**config.mk**
```make
export PLATFORM = sky130hd
export DESIGN_NAME = alu_cmd_sequencer
export DESIGN_NICKNAME = d
export VERILOG_FILES = /design/src/rtl/alu_cmd_sequencer.sv
export SDC_FILE = /design/constraint.sdc
export NUM_CORES = 1
export LEC_CHECK = 0
export CAP_MARGIN = 20
export CORE_AREA = 2 2 126 128
export DETAILED_ROUTE_END_ITERATION = 16
export DIE_AREA = 0 0 128 130
export HOLD_SLACK_MARGIN = 0.05
export PLACE_DENSITY = 0.83
export SLEW_MARGIN = 20
export SYNTH_ARGS = -nofsm -noshare
export SYNTH_HDL_FRONTEND = slang
export SYNTH_SLANG_ARGS = --single-unit
export TNS_END_PERCENT = 100
```
**constraint.sdc**
```tcl
create_clock -name clk -period 5.55 [get_ports clk]
set_input_delay 0.555 -clock clk [delete_from_list [all_inputs] [get_ports clk]]
set_output_delay 0.555 -clock clk [all_outputs]
set_load 0.01 [all_outputs]
```
**src/rtl/alu_cmd_sequencer.sv**
```systemverilog
// alu_cmd_sequencer
//   Initiator side of the ALU start/op_done handshake. Commands (operands,
//   opcode, tag) are buffered in a small FIFO and issued one at a time to the
//   ALU. alu_start is held for ALU_LAT cycles, then one settle cycle follows.
//   The result and flags are then captured and returned on a valid/ready
//   response port.
//
//   Optional feature: define ALU_SEQ_CHAIN_EN to store cmd_chain in the FIFO.
//   A chained command then takes operand A from the last captured result.
//
// Ports
//   clk, reset                 clock, synchronous active-high reset
//   cmd_valid/cmd_ready        command handshake (cmd_ready = FIFO not full)
//   cmd_a, cmd_b, cmd_op       operands and opcode (opcode passed unchecked)
//   cmd_tag, cmd_chain         opaque tag, chaining request (feature only)
//   rsp_valid/rsp_ready        response handshake
//   rsp_data, rsp_flags        captured y_out, {c_out,zflag,sflag,cflag,pflag}
//   rsp_tag                    tag of the completed command
//   alu_a_in..alu_start        drive to the ALU
//   alu_y_out, alu_*flag       results from the ALU
//   busy                       state not IDLE or FIFO not empty
module alu_cmd_sequencer #(
  parameter int unsigned N       = 16,
  parameter int unsigned DEPTH   = 4,
  parameter int unsigned TAG_W   = 4,
  parameter int unsigned ALU_LAT = 2
) (
  input  logic             clk,
  input  logic             reset,
  input  logic             cmd_valid,
  output logic             cmd_ready,
  input  logic [N-1:0]     cmd_a,
  input  logic [N-1:0]     cmd_b,
  input  logic [3:0]       cmd_op,
  input  logic [TAG_W-1:0] cmd_tag,
  input  logic             cmd_chain,
  output logic             rsp_valid,
  input  logic             rsp_ready,
  output logic [N-1:0]     rsp_data,
  output logic [4:0]       rsp_flags,
  output logic [TAG_W-1:0] rsp_tag,
  output logic [N-1:0]     alu_a_in,
  output logic [N-1:0]     alu_b_in,
  output logic [3:0]       alu_opcode,
  output logic             alu_start,
  input  logic [N-1:0]     alu_y_out,
  input  logic             alu_c_out,
  input  logic             alu_zflag,
  input  logic             alu_sflag,
  input  logic             alu_cflag,
  input  logic             alu_pflag,
  output logic             busy
);

  localparam int unsigned PTR_W = $clog2(DEPTH);
  localparam int unsigned CNT_W = $clog2(ALU_LAT);

  typedef enum logic [1:0] {S_IDLE, S_RUN, S_SETTLE, S_RESP} state_e;

  typedef struct packed {
`ifdef ALU_SEQ_CHAIN_EN
    logic             chain;
`endif
    logic [N-1:0]     a;
    logic [N-1:0]     b;
    logic [3:0]       op;
    logic [TAG_W-1:0] tag;
  } cmd_t;

  // FIFO storage and pointers
  cmd_t             mem_q [DEPTH];
  logic [PTR_W-1:0] wr_ptr_q, wr_ptr_d;
  logic [PTR_W-1:0] rd_ptr_q, rd_ptr_d;
  logic [PTR_W:0]   count_q, count_d;
  logic             full, empty, push, pop;
  cmd_t             cmd_in, head;

  // Sequencer state and registered outputs
  state_e           state_q, state_d;
  logic [CNT_W-1:0] cnt_q, cnt_d;
  logic             start_q, start_d;
  logic [N-1:0]     a_q, a_d, b_q, b_d;
  logic [3:0]       op_q, op_d;
  logic [TAG_W-1:0] tag_q, tag_d;
  logic             rsp_valid_q, rsp_valid_d;
  logic [N-1:0]     rsp_data_q, rsp_data_d;
  logic [4:0]       rsp_flags_q, rsp_flags_d;
  logic [TAG_W-1:0] rsp_tag_q, rsp_tag_d;

`ifdef ALU_SEQ_CHAIN_EN
  logic [N-1:0]     last_q, last_d;
`else
  logic             unused_chain;
  assign unused_chain = cmd_chain;
`endif

  assign full  = (count_q == (PTR_W+1)'(DEPTH));
  assign empty = (count_q == '0);
  assign push  = cmd_valid && !full;
  assign head  = mem_q[rd_ptr_q];

  always_comb begin
    cmd_in     = '0;
`ifdef ALU_SEQ_CHAIN_EN
    cmd_in.chain = cmd_chain;
`endif
    cmd_in.a   = cmd_a;
    cmd_in.b   = cmd_b;
    cmd_in.op  = cmd_op;
    cmd_in.tag = cmd_tag;
  end

  // Pointer/count bookkeeping; push and pop in one cycle cancel in the count
  always_comb begin
    wr_ptr_d = push ? wr_ptr_q + PTR_W'(1) : wr_ptr_q;
    rd_ptr_d = pop  ? rd_ptr_q + PTR_W'(1) : rd_ptr_q;
    count_d  = count_q + (PTR_W+1)'(push) - (PTR_W+1)'(pop);
  end

  // FIFO payload; contents need no reset since the pointers define validity
  always_ff @(posedge clk) begin
    if (push) mem_q[wr_ptr_q] <= cmd_in;
  end

  // Next-state and output logic
  always_comb begin
    state_d     = state_q;
    cnt_d       = cnt_q;
    start_d     = start_q;
    a_d         = a_q;
    b_d         = b_q;
    op_d        = op_q;
    tag_d       = tag_q;
    rsp_valid_d = rsp_valid_q;
    rsp_data_d  = rsp_data_q;
    rsp_flags_d = rsp_flags_q;
    rsp_tag_d   = rsp_tag_q;
    pop         = 1'b0;
`ifdef ALU_SEQ_CHAIN_EN
    last_d      = last_q;
`endif
    unique case (state_q)
      S_IDLE: begin
        // Issue only once the response slot is free
        if (!empty && !rsp_valid_q) begin
          pop     = 1'b1;
`ifdef ALU_SEQ_CHAIN_EN
          a_d     = head.chain ? last_q : head.a;
`else
          a_d     = head.a;
`endif
          b_d     = head.b;
          op_d    = head.op;
          tag_d   = head.tag;
          start_d = 1'b1;
          cnt_d   = '0;
          state_d = S_RUN;
        end
      end
      S_RUN: begin
        if (cnt_q == CNT_W'(ALU_LAT - 1)) begin
          start_d = 1'b0;
          state_d = S_SETTLE;
        end else begin
          cnt_d = cnt_q + CNT_W'(1);
        end
      end
      S_SETTLE: begin
        // start is low this cycle so the ALU can drop op_done; result is final
        rsp_data_d  = alu_y_out;
        rsp_flags_d = {alu_c_out, alu_zflag, alu_sflag, alu_cflag, alu_pflag};
        rsp_tag_d   = tag_q;
        rsp_valid_d = 1'b1;
        state_d     = S_RESP;
`ifdef ALU_SEQ_CHAIN_EN
        last_d      = alu_y_out;
`endif
      end
      S_RESP: begin
        if (rsp_ready) begin
          rsp_valid_d = 1'b0;
          state_d     = S_IDLE;
        end
      end
      default: state_d = S_IDLE;
    endcase
  end

  // State register; reset aborts any in-flight command and empties the FIFO
  always_ff @(posedge clk) begin
    if (reset) begin
      state_q     <= S_IDLE;
      wr_ptr_q    <= '0;
      rd_ptr_q    <= '0;
      count_q     <= '0;
      cnt_q       <= '0;
      start_q     <= 1'b0;
      a_q         <= '0;
      b_q         <= '0;
      op_q        <= '0;
      tag_q       <= '0;
      rsp_valid_q <= 1'b0;
      rsp_data_q  <= '0;
      rsp_flags_q <= '0;
      rsp_tag_q   <= '0;
`ifdef ALU_SEQ_CHAIN_EN
      last_q      <= '0;
`endif
    end else begin
      state_q     <= state_d;
      wr_ptr_q    <= wr_ptr_d;
      rd_ptr_q    <= rd_ptr_d;
      count_q     <= count_d;
      cnt_q       <= cnt_d;
      start_q     <= start_d;
      a_q         <= a_d;
      b_q         <= b_d;
      op_q        <= op_d;
      tag_q       <= tag_d;
      rsp_valid_q <= rsp_valid_d;
      rsp_data_q  <= rsp_data_d;
      rsp_flags_q <= rsp_flags_d;
      rsp_tag_q   <= rsp_tag_d;
`ifdef ALU_SEQ_CHAIN_EN
      last_q      <= last_d;
`endif
    end
  end

  assign cmd_ready  = !full;
  assign busy       = (state_q != S_IDLE) || !empty;
  assign alu_a_in   = a_q;
  assign alu_b_in   = b_q;
  assign alu_opcode = op_q;
  assign alu_start  = start_q;
  assign rsp_valid  = rsp_valid_q;
  assign rsp_data   = rsp_data_q;
  assign rsp_flags  = rsp_flags_q;
  assign rsp_tag    = rsp_tag_q;

endmodule

```
* Word level (Yosys, flattened, before mapping)
Memories as Yosys holds them, arrays and structs flattened. A register that Yosys moved wholly into a read port is not among the register bits. Cells that the tools add are included.
Word-level totals: memories kept 1, bits in latches 0, flip-flop bits (word level) 37, bits in read-only memories 0, logic and storage cells 55, memory bits (writable) 160
Memories:
- mem_q | words 4, bits a word 40, rd ports 1, clocked after memory_dff 1, write ports 1, line 71 | cmd_t mem_q [DEPTH];
Cells by class: muxes and demuxes 16, eq/ne operators 7, shift-type cells 0, divide/modulo/power cells 0, bitwise gates (word level) 0, add/subtract/negate cells 5, $mul 0, reduce and logical (&&, ||, !) cells 16, order comparisons 0
Operators by type and width (count):
- 2-to-1 mux 1 bit | 9
- case mux 2 bit (4 select lines) | 1
- 2-to-1 mux 2 bit | 3
- != test 2 bit (second input constant) | 3
- case mux 1 bit (2 select lines) | 3
- AND reduction 2 bit | 3
- AND reduction 3 bit | 2
- nonzero test 2 bit | 3
- adder 2 x 1 -> 2 bit (second input constant) | 2
- equality test 2 bit (second input constant) | 2
- adder 3 x 1 -> 3 bit | 1
- equality test 3 bit (second input constant) | 1
- logical NOT 1 bit | 3
- logical NOT 3 bit | 1
- subtractor 3 x 1 -> 3 bit | 1
- equality test 2 x 1 -> 1 bit (second input constant) | 1
- logical AND 1 bit | 2
- logical NOT 2 bit | 1
- adder 1 bit (second input constant) | 1
- logical OR 1 bit | 1

* Depth between registers and ports, before layout
depth in word-level cells 6, depth in mapped cells 12, depth with buffers taken out 12

* Worst setup path before layout
OpenSTA, ideal clock, no wires.
kind reg2reg, from register count_q[2], to register count_q[2], period minus slack after synthesis 2.255 ns, stages on the path, launching flop included 12, data arrival time 2.177 ns, slack 3.295 ns, data required time 5.472 ns, cells stage by stage dfxtp_1 > or3b_1 > buf_2 > nand2_1 > ha_1 > inv_1 > ha_1 > inv_1 > fa_1 > xor2_1 > and2_1 > nor3_1
Between the ends: elaborated cells between the ends (all ways) 10, classes of those cells add/sub: 2; eq/ne: 1; mux: 2; reduce/logical: 5
RTL lines:
- start, declared | line 74 | logic [PTR_W:0] count_q, count_d;
- start signal, assigned | line 213 | count_q <= count_d;
- equality test 3 bit | line 97 | assign full = (count_q == (PTR_W+1)'(DEPTH));
- logical NOT 1 bit
- net cmd_ready | line 31 | output logic cmd_ready,
- logical AND 1 bit | line 99 | assign push = cmd_valid && !full;
- adder 3 x 1 -> 3 bit | line 117 | count_d = count_q + (PTR_W+1)'(push) - (PTR_W+1)'(pop);
- subtractor 3 x 1 -> 3 bit | line 117
The timed path passes the listed nets, and every way through them passes these cells. A chain may end at the register's enable or synchronous reset.

* Final worst setup path
from register state_q[1], to output port busy
Between the ends: longest elaborated chain between the ends 2
RTL lines:
- start, declared | line 79 | state_e state_q, state_d;
- start signal, assigned | line 210 | state_q <= state_d;
- nonzero test 2 bit | line 231 | assign busy = (state_q != S_IDLE) || !empty;
- logical OR 1 bit | line 231
- end, declared | line 52 | output logic busy
Every way passes these cells.

==> summary.txt <==
Clock network
  – Clk sink count: 237
  – Post-cts repair resize count: 0
  – Clock tree from TritonCTS: done
  – CTS buffer count: 23
  – Root buffer selected by CTS: clkbuf_16
  – Post-CTS setup buffers: 0
  – Clock input transition at the sequential cells of the worst setup and hold paths: 0.06 ns
  – Clock Tree Buf Depth: 3
  – # hold bufs at CTS: 0
  – Clock H-tree levels: 1
  – Clock network latency to the later pin of the worst-skew pair: 0.49 ns

Placement
  – Placement-stage cell area: 10,100 sq um
  – Dpl hpwl: 9270 um
  – Placer congestion estimate: 0.763
  – Input/output buffers: 129

Timing
  – Worst clock skew on the final layout: 0.00673 ns
  – Setup repair after global routing missed its margin: false
  – Post-Route Setup TNS: 0 ns
  – Transition time at the pin with the least slew margin: 0.841 ns
  – Slew Viols, Final: 0
  – Final critical path time including I/O delays and setup: 2.74 ns
  – Number of failing setup endpoints in the final timing report: 0
  – Share of the cycle needed by the critical path after routing: 49.3%
  – Worst slew margin relative to its limit: 43.9%
  – Worst hold margin: 0.475 ns
  – Max Clock Freq: 365 MHz
  – Number of hold-slack violations in the final timing report: 0

Floorplan
  – Site Rows: 46
  – Vert. Die Dim: 130 um
  – Die extent in x: 128 um
  – Initial Utilization: 56.2%
  – Core box area: 15,400 sq um
  – Number of top-level pins: 131
  – Floorplan die area: 16,600 sq um

Synth
  – Register bit count reported by yosys: 237
  – Fraction of synthesis flops using an asynchronous set or reset pin: 0%
  – Sequential-to-total area share from yosys stat: 73.2%
  – Synth area leader: edfxtp_1
  – Nets in the synthesized netlist: 546
  – Count of distinct cell types in the synthesized netlist: 39
  – Number of flops mapped to enable cells by yosys: 160
  – Main area contributors after synthesis: edfxtp_1, dfxtp_1, mux4_2
  – Average instance area after synthesis: 18.5 sq um
  – Count of mapped cells out of synthesis: 468
  – Post-synthesis cell area: 8670 sq um
  – Yosys Warn Count: 0
  – Synth top area share: 55.4%
  – Most frequently used flop master after synthesis: edfxtp_1

Critical path
  – Critical path start-end classification: reg2out
  – CP Capture Type: output pin
  – Maximum fanout count along the critical path: 5
  – Arrival time at the worst endpoint: 2.18 ns
  – Element type at the critical path start: flip-flop
  – CP Data Required Time: 4.99 ns

Global routing
  – Total track usage: 19.4%
  – Number of global-route vias before repair: 4,823
  – Number of antenna violations at the first check in global routing: 0
  – Pin count of the biggest net entering global routing: 43
  – Total grt overflow: 0
  – Global-route wire length before repair: 24,900 um

Final layout
  – Net total in the final layout: 679
  – Area Overhead vs Synth: 25.0%
  – Highest-count cells in the layout ignoring fill and taps: edfxtp_1, clkdlybuf4s50_1, dfxtp_1, mux4_2, a22o_1
  – Area of the multi-input gates: 2120 sq um
  – FF/Latch Area: 6350 sq um
  – Most frequent standard cell in the layout excluding fill and tap cells: edfxtp_1
  – Layout cells sized above 1: 14.6%
  – Final-layout fill cell count: 975
  – Total inserted antenna cells: 0
  – Post-layout instance area: 10,800 sq um

Drt
  – Total wire length: 15,900 um
  – 1st-pass router iterations: 4
  – Number of remaining DRC errors: 0
  – Routed len/inst: 19.6 um
  – DRT antenna net count: 0
  – Ratio of routed vias to standard cells: 5.63
  – Vias after detailed routing: 4,562
  – Number of DRC markers after the initial detailed-route iteration: 227

Pwr
  – Maximum VDD drop: 0.308 mV
  – Leakage dissipation: 3.66 nW
  – Power per cell area: 481 nW/um^2

Run
  – Number of violations of the max-capacitance limit: 0

Run status
  – Result of the run: finished clean

Worst hold path
  – Tightest Hold Check Type: reg2reg
## sequential cells by signal, indices dropped and copies added (netlist names), 2 cells and up
name        cells
count_q         3
tag_q           4
wr_ptr_q        2
alu_a_in       16
state_q         2
rd_ptr_q        2
alu_opcode      4
alu_b_in       16
rsp_tag         4
rsp_flags       5
mem_q         160
rsp_data       16
## critical path, cell delays in order (launching register included)
cell             delay, ns
dfxtp_1               0.34
inv_1                 0.12
ha_1                  0.25
nor4b_2               0.42
inv_1                 0.08
clkdlybuf4s50_1       0.49
## final cells by class
class                           instances  share of cell area [%]
Tap cell                              192                    2.22
Inverter                               10                   0.346
Timing Repair Buffer                  135                    12.5
Multi-Input combinational cell        194                    19.5
Clock inverter                          9                   0.889
Sequential cell                       237                    58.6
Clock buffer                           33                    5.84
## routing by layer
metal	up-vias	share of wire, %	wire length, um	global-route usage (%)
li1	2097	-	-	-
met1	2297	40	6340	24.9
met2	148	53	8370	34.8
met3	20	6.4	1010	3.32
met4	0	1.2	195	4.85
met5	-	0	0	0
## final timing paths
check | startpoint | to | slack, ns | cells past startpoint
worst min-delay path | alu_a_in[0] | alu_a_in[0] | 0.47 | 1
worst min register to register | alu_a_in[0] | alu_a_in[0] | 0.47 | 1
worst max register to register | count_q[2] | count_q[2] | 3.11 | 10
worst max-delay path | state_q[1] | busy | 2.81 | 5
## cells in the mapped netlist (2+ instances only)
cell type / count
buf_6: 8
ha_1: 11
nand2_1: 2
nand2b_1: 3
edfxtp_1: 160
nor3_1: 2
inv_1: 9
dfxtp_1: 77
buf_1: 6
mux4_2: 40
and3_1: 4
nand3_1: 4
a22o_1: 40
mux2i_1: 26
and2_1: 2
nor2_1: 30
a21oi_1: 7
nor2b_1: 5
buf_2: 8
a21o_1: 2
clkbuf_1: 4
## logic make-up after synthesis
group,synth area share [%]
multiplexers,13.4
AND/OR/NAND/NOR,3.49
AO/OA/AOI/OAI,5.37
buffers and inverters,2.60
XOR/XNOR,0.101
adder cells (fa/ha/maj),1.82
flip-flops,73.2
## metrics by stage
step | util (%) | worst slack, ns | cells | power, mW
finish | 70.2 | 2.81 | 810 | 5.21
global route | 70.2 | 2.67 | 810 | 5.46
CTS | 70.0 | 2.79 | 809 | 5.25
detailed placement | 65.2 | 2.85 | 767 | 3.75
global placement | 65.2 | 2.92 | 767 | 3.70
floorplan | - | 3.29 | 468 | 3.19
## power by group
part | total [mW] | internal (mW) | leakage, nW | switching, mW
Clock | 1.49 | 0.887 | 0.359 | 0.600
Sequential | 2.44 | 2.20 | 2.10 | 0.236
Combinational | 1.28 | 0.733 | 1.20 | 0.547
Total | 5.21 | 3.82 | 3.66 | 1.38
Note: power is estimated with default switching activity, not from simulation.
